**src/rtl/alarm_pkg.sv**
```systemverilog
// Shared types, reset defaults and time-edit helpers for the alarm bank.
package alarm_pkg;

  typedef enum logic [1:0] {
    ST_IDLE    = 2'd0,
    ST_RINGING = 2'd1,
    ST_SNOOZED = 2'd2
  } ch_state_e;

  typedef struct packed {
    logic [3:0] hour;
    logic [5:0] min;
    logic       am_pm;
  } time12_t;

  localparam logic [3:0] DEF_HOUR  = 4'd6;
  localparam logic [5:0] DEF_MIN   = 6'd0;
  localparam logic       DEF_AM_PM = 1'b0;
  localparam time12_t    DEF_TIME  = '{hour: DEF_HOUR, min: DEF_MIN, am_pm: DEF_AM_PM};

  // 12-hour advance: 11 -> 12 flips AM/PM, 12 -> 1 does not.
  function automatic time12_t hour_inc(input time12_t t);
    time12_t r;
    r = t;
    if (t.hour == 4'd11) begin
      r.hour  = 4'd12;
      r.am_pm = ~t.am_pm;
    end else if (t.hour == 4'd12) begin
      r.hour = 4'd1;
    end else begin
      r.hour = t.hour + 4'd1;
    end
    return r;
  endfunction

  // Minute advance wraps 59 -> 0 without carrying into the hour.
  function automatic time12_t min_inc(input time12_t t);
    time12_t r;
    r = t;
    r.min = (t.min == 6'd59) ? 6'd0 : t.min + 6'd1;
    return r;
  endfunction

endpackage

```
**src/rtl/alarm_channel.sv**
```systemverilog
// One alarm channel: stored time, enable, match detect and ring/snooze/timeout FSM.
module alarm_channel
  import alarm_pkg::*;
#(
  parameter int SNOOZE_MIN       = 9,
  parameter int RING_TIMEOUT_MIN = 5,
  parameter int CNT_W            = 4
) (
  input  logic    clk,
  input  logic    rst,
  input  logic    inc_hour,
  input  logic    inc_min,
  input  logic    toggle_en,
  input  time12_t curr_time,
  input  logic    mb,
  input  logic    snooze,
  input  logic    clear,
  output time12_t setting,
  output logic    enable,
  output logic    ringing,
  output logic    snoozed,
  output logic    missed
);

  localparam logic [CNT_W-1:0] SNOOZE_LD = CNT_W'(SNOOZE_MIN);
  localparam logic [CNT_W-1:0] RING_LD   = CNT_W'(RING_TIMEOUT_MIN);
  localparam logic [CNT_W-1:0] CNT_ONE   = CNT_W'(1);

  time12_t          set_q, set_d;
  logic             en_q, en_d;
  ch_state_e        st_q, st_d;
  logic [CNT_W-1:0] cnt_q, cnt_d;
  logic             miss_q, miss_d;
  logic             timeout;
  logic             match;
  logic             disable_now;

  assign match       = mb && en_q && (curr_time == set_q);
  assign disable_now = toggle_en && en_q;

  // Settings edits; hour and minute strobes in one cycle both take effect.
  always_comb begin
    set_d = set_q;
    if (inc_hour) set_d = hour_inc(set_d);
    if (inc_min)  set_d = min_inc(set_d);
    en_d = en_q ^ toggle_en;
  end

  // Channel FSM: clear > disable > snooze > minute counting > match.
  always_comb begin
    st_d    = st_q;
    cnt_d   = cnt_q;
    timeout = 1'b0;
    if (clear || disable_now) begin
      st_d  = ST_IDLE;
      cnt_d = '0;
    end else begin
      case (st_q)
        ST_IDLE: begin
          if (match) begin
            st_d  = ST_RINGING;
            cnt_d = RING_LD;
          end
        end
        ST_RINGING: begin
          if (snooze) begin
            st_d  = ST_SNOOZED;
            cnt_d = SNOOZE_LD;
          end else if (mb) begin
            if (cnt_q == CNT_ONE) begin
              st_d    = ST_IDLE;
              cnt_d   = '0;
              timeout = 1'b1;
            end else begin
              cnt_d = cnt_q - CNT_ONE;
            end
          end
        end
        ST_SNOOZED: begin
          if (mb) begin
            if (cnt_q == CNT_ONE) begin
              st_d  = ST_RINGING;
              cnt_d = RING_LD;
            end else begin
              cnt_d = cnt_q - CNT_ONE;
            end
          end
        end
        default: begin
          st_d  = ST_IDLE;
          cnt_d = '0;
        end
      endcase
    end
    miss_d = clear ? 1'b0 : (miss_q | timeout);
  end

  // State registers; reset restores 6:00 AM, disabled, idle.
  always_ff @(posedge clk) begin
    if (rst) begin
      set_q  <= DEF_TIME;
      en_q   <= 1'b0;
      st_q   <= ST_IDLE;
      cnt_q  <= '0;
      miss_q <= 1'b0;
    end else begin
      set_q  <= set_d;
      en_q   <= en_d;
      st_q   <= st_d;
      cnt_q  <= cnt_d;
      miss_q <= miss_d;
    end
  end

  assign setting = set_q;
  assign enable  = en_q;
  assign ringing = (st_q == ST_RINGING);
  assign snoozed = (st_q == ST_SNOOZED);
  assign missed  = miss_q;

endmodule

```
**src/rtl/alarm_bank.sv**
```systemverilog
// Multi-channel alarm controller: sel decode, channel array, status aggregation.
module alarm_bank
  import alarm_pkg::*;
#(
  parameter  int NUM_ALARMS       = 4,
  parameter  int SNOOZE_MIN       = 9,
  parameter  int RING_TIMEOUT_MIN = 5,
  localparam int SEL_W            = (NUM_ALARMS > 1) ? $clog2(NUM_ALARMS) : 1
) (
  input  logic                  clk,
  input  logic                  rst,
  input  logic [3:0]            curr_hour,
  input  logic [5:0]            curr_min,
  input  logic [5:0]            curr_sec,
  input  logic                  curr_am_pm,
  input  logic                  time_tick,
  input  logic [SEL_W-1:0]      sel,
  input  logic                  inc_alarm_hour,
  input  logic                  inc_alarm_min,
  input  logic                  toggle_enable,
  input  logic                  alarm_snooze,
  input  logic                  alarm_clear,
  output logic                  alarm_on,
  output logic [NUM_ALARMS-1:0] ring_vec,
  output logic [NUM_ALARMS-1:0] snooze_vec,
  output logic [NUM_ALARMS-1:0] missed_vec,
  output logic [3:0]            sel_hour,
  output logic [5:0]            sel_min,
  output logic                  sel_am_pm,
  output logic                  sel_enable
);

  localparam int MAX_MIN = (SNOOZE_MIN > RING_TIMEOUT_MIN) ? SNOOZE_MIN : RING_TIMEOUT_MIN;
  localparam int CNT_W   = $clog2(MAX_MIN + 1);

  time12_t                curr_t;
  logic                   mb;
  time12_t                set_arr [NUM_ALARMS];
  logic [NUM_ALARMS-1:0]  en_vec;

  assign curr_t = '{hour: curr_hour, min: curr_min, am_pm: curr_am_pm};
  assign mb     = time_tick && (curr_sec == 6'd0);

  // Edit strobes reach only the addressed channel; out-of-range sel hits none.
  for (genvar k = 0; k < NUM_ALARMS; k++) begin : g_ch
    logic hit;
    assign hit = (sel == SEL_W'(k));

    alarm_channel #(
      .SNOOZE_MIN       (SNOOZE_MIN),
      .RING_TIMEOUT_MIN (RING_TIMEOUT_MIN),
      .CNT_W            (CNT_W)
    ) u_ch (
      .clk       (clk),
      .rst       (rst),
      .inc_hour  (inc_alarm_hour && hit),
      .inc_min   (inc_alarm_min && hit),
      .toggle_en (toggle_enable && hit),
      .curr_time (curr_t),
      .mb        (mb),
      .snooze    (alarm_snooze),
      .clear     (alarm_clear),
      .setting   (set_arr[k]),
      .enable    (en_vec[k]),
      .ringing   (ring_vec[k]),
      .snoozed   (snooze_vec[k]),
      .missed    (missed_vec[k])
    );
  end

  // Display mux of the addressed channel's settings; zeros when sel is out of range.
  always_comb begin
    sel_hour   = '0;
    sel_min    = '0;
    sel_am_pm  = 1'b0;
    sel_enable = 1'b0;
    for (int k = 0; k < NUM_ALARMS; k++) begin
      if (sel == SEL_W'(k)) begin
        sel_hour   = set_arr[k].hour;
        sel_min    = set_arr[k].min;
        sel_am_pm  = set_arr[k].am_pm;
        sel_enable = en_vec[k];
      end
    end
  end

  assign alarm_on = |ring_vec;

endmodule
```
**config.mk**
```make
export PLATFORM = sky130hd
export DESIGN_NAME = alarm_bank
export DESIGN_NICKNAME = d
export VERILOG_FILES = /design/src/rtl/alarm_pkg.sv /design/src/rtl/alarm_channel.sv /design/src/rtl/alarm_bank.sv
export SDC_FILE = /design/constraint.sdc
export NUM_CORES = 1
export LEC_CHECK = 0
export CORE_MARGIN = 2
export CORE_UTILIZATION = 60
export CTS_BUF_LIST = sky130_fd_sc_hd__clkbuf_8
export DETAILED_ROUTE_END_ITERATION = 12
export PLACE_DENSITY_LB_ADDON = 0.2
export RECOVER_POWER = 25
export SLEW_MARGIN = 30
export SYNTH_ARGS = -nofsm -noshare
export SYNTH_HDL_FRONTEND = slang
export SYNTH_SLANG_ARGS = --single-unit
```
**constraint.sdc**
```tcl
create_clock -name clk -period 2.7 [get_ports clk]
set_clock_uncertainty 0.15 [all_clocks]
set_input_delay 0.54 -clock clk [delete_from_list [all_inputs] [get_ports clk]]
set_output_delay 0.54 -clock clk [all_outputs]
set_load 0.02 [all_outputs]
```
==> results of run 1 <==
-- cells by family (layout without fill, tap and decap cells) --
kind of cell | count (synthesis) | after routing | synth area share, %
xor gates and xnor gates | 67 | 67 | 11.2
DFF | 76 | 76 | 28.9
adders and majority gates | 24 | 24 | 5.71
buffers and inverters | 76 | 125 | 7.19
and+or+nand+nor | 222 | 222 | 22.3
AOI/OAI and AO/OA | 131 | 131 | 17.0
muxes | 25 | 25 | 7.62
-- power groups by stage --
| stage | Clock, mW | Sequential, mW | Combinational, mW |
|---|---|---|---|
| 2_1_floorplan | 0 | 1.18 | 0.184 |
| 3_3_place_gp | 0 | 1.19 | 0.289 |
| 3_5_place_dp | 0 | 1.19 | 0.296 |
| 4_1_cts | 1.01 | 1.16 | 0.294 |
| 5_1_grt | 1.05 | 1.17 | 0.316 |
| 6_report | 0.993 | 1.16 | 0.291 |
-- registers in the layout (all words and copies together), names as in the netlist --
name and flops:
g_ch.u_ch.cnt_q 16, g_ch.u_ch.enable 4, g_ch.u_ch.missed 4, g_ch.u_ch.setting 44
g_ch.u_ch.st_q 8
-- metal layers --
layer  global-route usage (%)  share of wire (%)  vias up  routed length, µm
met5                        0                  0        -                  0
met4                     8.76                2.3        0                303
met3                     5.90                5.1       34                683
met2                     51.2                 51      160               6770
met1                     34.2                 42     2254               5650
li1                         -                  -     2276                  -
-- synthesized netlist by cell type, drive strengths merged (3+ instances only) --
cell type / number
mux2i: 13
mux4: 12
a21o: 5
nand4: 17
and3: 3
or3: 6
o211ai: 15
or4: 6
clkbuf: 23
buf: 28
o21ai: 28
nor2b: 11
dfxtp: 76
nor2: 67
nand2: 44
inv: 25
and3b: 5
xor2: 17
o31ai: 10
a31oi: 5
o41ai: 3
nand3b: 4
o31a: 4
ha: 24
a21oi: 44
or2: 4
nor3: 12
o41a: 3
nor3b: 8
xnor2: 50
nand2b: 5
nand4b: 3
o21a: 3
and2: 3
nand3: 18
-- placed cells by master, fill, tap and decap left out, drive strengths merged, types with 6 or more instances in the layout --
cell           netlist  final
dfxtp               76     76
nor2                67     67
xnor2               50     50
nand2               44     44
a21oi               44     44
buf                 28     42
clkdlybuf4s50        0     35
o21ai               28     28
inv                 25     26
ha                  24     24
nand3               18     18
xor2                17     17
nand4               17     17
o211ai              15     15
mux2i               13     13
clkbuf              23     13
mux4                12     12
nor3                12     12
nor2b               11     11
o31ai               10     10
nor3b                8      8
or4                  6      6
or3                  6      6
-- through the flow --
| step | hold slack (ns) | util (%) | total power, mW |
|---|---|---|---|
| floorplan | 0.288 | - | 1.36 |
| global placement | 0.304 | 68.3 | 1.48 |
| detailed placement | 0.321 | 68.3 | 1.48 |
| CTS | 0.340 | 70.7 | 2.47 |
| global route | 0.363 | 69.9 | 2.53 |
| finish | 0.337 | 69.9 | 2.45 |
-- layout make-up --
type                       instances  area (µm²)
clock inverter                     6        86.3
clock buffer                      10         138
fill                             702        2580
multi-input combinational        469        3340
inverter                          25        93.8
timing repair buffer              84         694
tap                              108         135
sequential                        76        1520
-- critical path, cell delays in order --
cell and delay, ns:
clkdlybuf4s50_1 0.51, buf_6 0.17, mux4_2 0.52, buf_2 0.18
-- repair_timing --
action,4_1_cts,5_1_grt
setup buffers,0,0
setup endpoints to repair,12,7
hold endpoints to repair,0,0
gates resized for setup,44,7
pin swaps,0,0
-- worst paths after layout --
| kind | start | depth (start not counted) | slack, ns | endpoint |
|---|---|---|---|---|
| min | g_ch[3].u_ch.missed | 2 | 0.34 | g_ch[3].u_ch.missed |
| max reg2reg | g_ch[3].u_ch.setting[4] | 5 | 0.68 | g_ch[3].u_ch.cnt_q[3] |
| min reg2reg | g_ch[3].u_ch.missed | 2 | 0.34 | g_ch[3].u_ch.missed |
| max | sel[1] | 4 | 0.08 | sel_enable |
==> out/results.tsv, run 1 <==
metric	value	unit
Syn Std Cell Area	5260	µm²
Clk pwr share	40.6	%
Worst Path Required	2.01	ns
Yosys top cell area share	28.9	%
Cells after DPL	762	
Post-synth EDFFs	0	
setup_tns	0	ns
Design Area, Final	6010	µm²
die area	9530	µm²
setup ws final	0.0833	ns
post-route ant nets	0	
core area	8590	µm²
Total Wirelength	13.4	mm
Fmax	382	MHz
clk sinks	76	
clk buf depth	2	
root buf cell	clkbuf_8	
fin crit period	2.62	ns
CP arrival	1.93	ns
RD Place Congestion	0.921	
Horiz. Die Dim	97.6	µm
CTS tree	done	
n_diodes	0	
status	finished, final reports clean	
cells after synthesis	621	
Area contributors post-synth	dfxtp_1 (29%), xnor2_1 (8.3%), ha_1 (5.7%), mux4_2 (5.1%), nor2_1 (4.6%)	
HPWL Detailed	10.3	mm
initial antenna violation count	0	
Yosys reg bits	76	
Clock transition at path regs	0.08	ns
final hold vios	0	
peak supply drop	0.241	mV
first-pass GRT wire length	22.4	mm
Starting Density	61.2	%
routed length per instance	17.2	µm
RSZ-0062 raised after global routing	false	
post-route DRC violation count	0	
Ports	52	
Final Max Tran Viols	0	
port buffer count	51	
Startpoint Class	input pin	
DRT Pass-1 Iters	5	
Syn. warnings	0	
Slew @ Worst Pin	0.702	ns
switching part of the total power	25.6	%
vias in the first global route	4648	
Layout area overhead	14.3	%
vias per inst	6.07	
DR iter-0 viols	229	
crit-path max FO	8	
# Max-Cap Violations	0	
final std cells w/o fill	778	
ys flop type	dfxtp_1	
Lkg Pwr	2.33	nW
Pint	1.82	mW
register area share after synthesis	28.9	%
Total GRT Usage	28.6	%
combinational share of power	11.9	%
setup violators final	0	
CP Capture Type	primary output	
asr flop ratio synth	0	%
Final period util	96.9	%
Post-CTS Hold Buffers	0	
CTS Buf Count	9	
Netlist cell types	65	
pre-CTS setup slack	-0.314	ns
worst relative slew slack	53.1	%
die height	97.6	µm
layout cell share with drive strength beyond 1	13.7	%
net switching power	0.627	mW
Avg Cell Area, Syn	8.47	µm²
aggregate global routing overflow	0	
Setup CP Type	input pin to primary output	
Flop pwr share	47.5	%
post-placement cell area	5870	µm²
H-Tree Depth	3	
clock insertion delay at the later pin of the skew report	0.35	ns
Synth area leader	dfxtp_1	
row count	34	
HP Class	flop to flop	
DR vias	4724	
fin nets	716	
PwrDens	407	nW/µm²
Mapped Nets	672	
largest net degree at the start of global routing	14	
Power figures use the tool's default switching activity.
==> run 2, diff against run 1 <==
--- a/config.mk
+++ b/config.mk
@@ -5,6 +5,7 @@
 export SDC_FILE = /design/constraint.sdc
 export NUM_CORES = 1
 export LEC_CHECK = 0
+export CORE_ASPECT_RATIO = 1.5
 export CORE_MARGIN = 2
 export CORE_UTILIZATION = 60
 export CTS_BUF_LIST = sky130_fd_sc_hd__clkbuf_8
==> out/results.tsv, run 2 (same netlist as run 1, synthesis figures left out) <==
metric	value	unit
CP Cell Sequence	dlygate4sd3_1 > buf_4 > mux4_2 > dlygate4sd2_1	
post-CTS setup buffers	0	
CP Capture Type	primary output	
Post-Route Utilization	71.7	%
HP Class	flop to flop	
final std cells w/o fill	779	
number of flip-flops in the largest register	44	
Layout area overhead	15.4	%
row count	41	
layout cell share with drive strength beyond 1	11.8	%
Design Area, Final	6070	µm²
CP arrival	1.95	ns
Cells after DPL	762	
FF+latch area	1520	µm²
routed length per instance	17.6	µm
HPWL Detailed	10.4	mm
Startpoint Class	input pin	
worst relative slew slack	51.4	%
Power Total	2.44	mW
post-route ant nets	0	
Final Max Tran Viols	0	
Clock transition at path regs	0.07	ns
Total Wirelength	13.7	mm
setup violators final	0	
WP buf/inv	3	
Starting Density	62.1	%
commonest non-fill, non-tap cell in the layout	dfxtp_1	
peak supply drop	0.348	mV
port buffer count	51	
DRT Pass-1 Iters	5	
Total GRT Usage	30.4	%
Fmax	379	MHz
clock insertion delay at the later pin of the skew report	0.37	ns
RSZ-0062 raised after global routing	false	
first-pass GRT wire length	22.7	mm
clk buf depth	2	
H-Tree Depth	3	
initial antenna violation count	0	
RD Place Congestion	0.904	
setup ws final	0.0601	ns
DR vias	4787	
Lkg Pwr	2.37	nW
commonest non-fill, non-tap cells in the layout	dfxtp_1 (76), nor2_1 (65), xnor2_1 (50)	
DR iter-0 viols	258	
vias per inst	6.15	
setup_tns	0	ns
fin crit period	2.64	ns
Ports	52	
Final Hold Slack	0.346	ns
fin nets	718	
aggregate global routing overflow	0	
# fillers	676	
Slew @ Worst Pin	0.729	ns
die height	119	µm
slowest stage cell, crit path	dlygate4sd3_1	
multi-input logic area	3350	µm²
largest net degree at the start of global routing	14	
post-placement cell area	5870	µm²
core area	8460	µm²
root buf cell	clkbuf_8	
pre-CTS setup slack	-0.348	ns
clk sinks	76	
die area	9540	µm²
Final period util	97.8	%
Worst Path Required	2.01	ns
Crit path largest cell delay	0.55	ns
Setup CP Type	input pin to primary output	
PwrDens	401	nW/µm²
family with the most delay on the worst path	buffers and inverters	
crit-path max FO	10	
CTS tree	done	
vias in the first global route	4756	
status	finished, final reports clean	
CTS Buf Count	9	
post-route DRC violation count	0	
Horiz. Die Dim	80.4	µm
# Max-Cap Violations	0	
n_diodes	0	
final hold vios	0	
## run 2: final timing paths
kind         cells past startpoint                  start  slack [ns]                     to
min reg2reg                      2  g_ch[1].u_ch.cnt_q[1]        0.35  g_ch[1].u_ch.cnt_q[1]
max reg2reg                      6  g_ch[1].u_ch.cnt_q[0]        0.74  g_ch[1].u_ch.cnt_q[0]
min                              2  g_ch[1].u_ch.cnt_q[1]        0.35  g_ch[1].u_ch.cnt_q[1]
max                              4                 sel[0]        0.06             sel_min[1]
## run 2: timing repair
| item | CTS | global route |
|---|---|---|
| hold endpoints to repair | 0 | 0 |
| setup endpoints to repair | 12 | 0 |
| hold buffers | 0 | 0 |
| gates resized for setup | 18 | 0 |
## run 2: routing by layer
layer / part of all wire [%] / global-route usage, % / routed length [µm]
met5: 0 / 0 / 0
met4: 4.5 / 17.2 / 622
met3: 5.2 / 3.66 / 712
met2: 53 / 54.6 / 7240
met1: 38 / 33.3 / 5160
## run 2: cell type report
type / instances / area share (%)
Inverter: 25 / 1.55
Clock inverter: 6 / 1.30
Timing Repair Buffer: 86 / 12.4
Multi-Input combinational cell: 469 / 55.2
Sequential cell: 76 / 25.1
Tap cell: 107 / 2.21
Clock buffer: 10 / 2.27
## run 2: worst min-delay path: stages (launching register included)
cell and delay (ns):
dfxtp_1 0.33, nand2_1 0.06, mux2i_1 0.06
## run 2: where the power goes
part	switching, mW	total [mW]	internal (mW)
Clock	0.437	0.974	0.538
Sequential	0.0282	1.16	1.14
Combinational	0.157	0.298	0.142
Total	0.622	2.44	1.81
==> RTL change 1 (flow settings as in run 2) <==
The 3 states of `ch_state_e` get a one-hot encoding in 3 bits.
--- a/src/rtl/alarm_pkg.sv
+++ b/src/rtl/alarm_pkg.sv
@@ -1,10 +1,10 @@
 // Shared types, reset defaults and time-edit helpers for the alarm bank.
 package alarm_pkg;
 
-  typedef enum logic [1:0] {
-    ST_IDLE    = 2'd0,
-    ST_RINGING = 2'd1,
-    ST_SNOOZED = 2'd2
+  typedef enum logic [2:0] {
+    ST_IDLE    = 3'b001,
+    ST_RINGING = 3'b010,
+    ST_SNOOZED = 3'b100
   } ch_state_e;
 
   typedef struct packed {
Formal check against the unedited RTL: same outputs for any inputs over 4 cycles, from zero or initial values and one cycle with rst high; so few cycles prove little.
==> RTL change 1 against run 2 <==
Worst setup slack better by 17 ps. Cell count rose by 6.4%. Worst hold slack got worse by 21 ps. Die area is 2.2% higher. Maximum frequency up 0.63%. Global-route usage grew 0.50 points. Register-to-register slack got worse by 280 ps. Cell area up 4.8%. Sequential cell count grew 4. Total power fell by 0.57%. Area after synthesis grew 2.3%. Sequential power increased by 5%. Routed wire length is 6.0% higher. Critical endpoint is now ring_vec[1].
==> RTL change 1: results (changes against run 2) <==
metric,value,unit,change
inv_count,30,,was 25
rrSetupSlack,460,ps,was 740 ps
synth_area_per_cell,8.37,um^2,was 8.47 um^2
grt.total_usage,30.9,%,was 30.4%
vias,5188,,was 4787
place_area,6190,um^2,was 5870 um^2
seq_share,25.2,%,was 25.1%
vdd_drop_max,0.312,mV,was 0.348 mV
p_switching,658,uW,was 622 uW
ys_types,64,,was 65
synthTopCellsByCount,"dfxtp_1 (80), nor2_1 (60), xnor2_1 (54)",,"was dfxtp_1 (76), nor2_1 (65), xnor2_1 (50)"
dp_cells,807,,was 762
cts_resized,19,,was 18
pre_cts_slack,-321,ps,was -348 ps
fin_cells,829,,was 779
run_status,finished clean,,unchanged
internal_power,1.76,mW,was 1.81 mW
buffers,111,,was 86
synth_nets,694,,was 672
synthesis.area,5380,um^2,was 5260 um^2
timing.hold.ws,326,ps,was 346 ps
cpPeakStageDelay,610,ps,was 550 ps
leakagePower,2.40,nW,was 2.37 nW
fin_crit,2620,ps,was 2640 ps
grt_pass1_wl,23600,um,was 22700 um
yosys-top-cells-area,"dfxtp_1 (30%), xnor2_1 (8.8%), ha_1 (5.6%)",,"was dfxtp_1 (29%), xnor2_1 (8.3%), ha_1 (5.7%)"
clk_share,3.09,%,was 3.57%
slew_headroom,57.3,%,was 51.4%
multi_input_cells,482,,was 469
drive_gt1_share,15.6,%,was 11.8%
seq_cell_count,80,,was 76
-- RTL change 1: worst max-delay path: cells and delay by family (launching register included) --
kind | cells | cell delay, ps
buf+inv | 2 | 730
simple gates | 2 | 430
flops | 1 | 400
-- RTL change 1: final timing paths --
path                                         startpoint              endpoint
worst max-delay path               g_ch[1].u_ch.st_q[1]           ring_vec[1]
worst min-delay path                g_ch[1].u_ch.missed   g_ch[1].u_ch.missed
worst max register to register  g_ch[0].u_ch.setting[3]  g_ch[0].u_ch.st_q[0]
worst min register to register      g_ch[1].u_ch.missed   g_ch[1].u_ch.missed
-- RTL change 1: layer usage --
metal	GRT usage, %	vias up	routed length (um)
met1	33.5	2434	5290
met2	54.5	242	7540
met5	0	-	0
li1	-	2447	-
met4	18.2	0	712
met3	5.11	65	1000
-- RTL change 1: cell families after synthesis --
group	synth area share [%]
buf+inv	6.58
simple gates	23.3
fa+ha+maj	5.58
flops	29.8
xor+xnor	11.4
compound gates	16.8
mux	6.53
==> RTL change 2 (settings of run 2) <==
Without the edit above. `SNOOZE_MIN` is set to 9 in 2 places; all go to 11.
--- a/src/rtl/alarm_channel.sv
+++ b/src/rtl/alarm_channel.sv
@@ -2,7 +2,7 @@
 module alarm_channel
   import alarm_pkg::*;
 #(
-  parameter int SNOOZE_MIN       = 9,
+  parameter int SNOOZE_MIN       = 11,
   parameter int RING_TIMEOUT_MIN = 5,
   parameter int CNT_W            = 4
 ) (
--- a/src/rtl/alarm_bank.sv
+++ b/src/rtl/alarm_bank.sv
@@ -3,7 +3,7 @@
   import alarm_pkg::*;
 #(
   parameter  int NUM_ALARMS       = 4,
-  parameter  int SNOOZE_MIN       = 9,
+  parameter  int SNOOZE_MIN       = 11,
   parameter  int RING_TIMEOUT_MIN = 5,
   localparam int SEL_W            = (NUM_ALARMS > 1) ? $clog2(NUM_ALARMS) : 1
 ) (
Function: same outputs for any inputs over 4 cycles, from zero or initial values and one cycle with rst high; that may be too few to reach the edited logic, so the function may still have changed.
==> RTL change 2 against run 2 <==
Worst setup slack better by 5.8 ps. Total power up 5.0%. Critical path type unchanged. Cell area down 0.47%. Core utilization up 0.095 points. Routed wire length down 3.2%. Area after synthesis down 1.4%. Sequential cell count unchanged. First-iteration DRC count down 10%. Clock power up 13%. Largest cell class unchanged.
==> RTL change 2: results (changes against run 2) <==
metric,value,unit,change
synth_nets,671,,was 672
rrSetupSlack,540,ps,was 740 ps
leakagePower,2.33,nW,was 2.37 nW
power,2.56,mW,was 2.44 mW
multi_input_area,3270,um^2,was 3350 um^2
dp_hpwl,10000,um,was 10400 um
fin_nets,709,,was 718
place_area,5780,um^2,was 5870 um^2
buffers,78,,was 86
fillerInstances,644,,was 676
seq_cell_count,76,,unchanged
vias_per_cell,6.08,,was 6.15
grt_pass1_vias,4750,,was 4756
worstPathMaxFanout,5,,was 10
yosys-top-cells-area,"dfxtp_1 (29%), xnor2_1 (9.0%), ha_1 (5.8%)",,"was dfxtp_1 (29%), xnor2_1 (8.3%), ha_1 (5.7%)"
clk_share,4.14,%,was 3.57%
grt.total_usage,29.6,%,was 30.4%
drtIter0Drc,231,,was 258
cts_tree,built,,unchanged
grt_pass1_wl,22200,um,was 22700 um
slew_headroom,49.6,%,was 51.4%
grt_max_degree,17,,was 14
synthTopCellsByCount,"dfxtp_1 (76), nor2_1 (61), nand2_1 (55)",,"was dfxtp_1 (76), nor2_1 (65), xnor2_1 (50)"
vdd_drop_max,0.356,mV,was 0.348 mV
final_util,71.8,%,was 71.7%
vias,4683,,was 4787
totalWireLength,13300,um,was 13700 um
pwr-share-seq,45.5,%,was 47.8%
pre_cts_slack,-336,ps,was -348 ps
routabilityCongestion,0.917,,was 0.904
cts_resized,38,,was 18
ys_types,63,,was 65
fin_ws,65.9,ps,was 60.1 ps
p_switching,617,uW,was 622 uW
clock_buffers,11,,was 10
run_status,finished clean,,unchanged
inv_count,30,,was 25
postCtsSetupBuffers,1,,was 0
first_pass_iters,4,,was 5
cpMaxStageDelayCell,mux4_2,,was dlygate4sd3_1
dp_cells,752,,was 762
RTL change 2: logic make-up after synthesis:
logic type	synth area share, %
AO/OA/AOI/OAI	13.8
XOR/XNOR	11.1
adder cells (fa/ha/maj)	5.79
buffers and inverters	7.26
flip-flops	29.3
multiplexers	8.90
AND/OR/NAND/NOR	23.8
RTL change 2: path summary, 6_finish.rpt:
path | from | end
min | g_ch[1].u_ch.missed | g_ch[1].u_ch.missed
max | sel[1] | sel_min[0]
max reg2reg | g_ch[2].u_ch.cnt_q[0] | g_ch[2].u_ch.st_q[0]
min reg2reg | g_ch[1].u_ch.missed | g_ch[1].u_ch.missed
RTL change 2: metal layers:
| layer | vias to the layer above | GRT usage (%) | share of wire [%] |
|---|---|---|---|
| met1 | 2242 | 32.4 | 38 |
| met4 | 0 | 12.9 | 3.1 |
| met2 | 175 | 53.1 | 53 |
| li1 | 2235 | - | - |
| met5 | - | 0 | 0 |
| met3 | 31 | 6.60 | 5.7 |
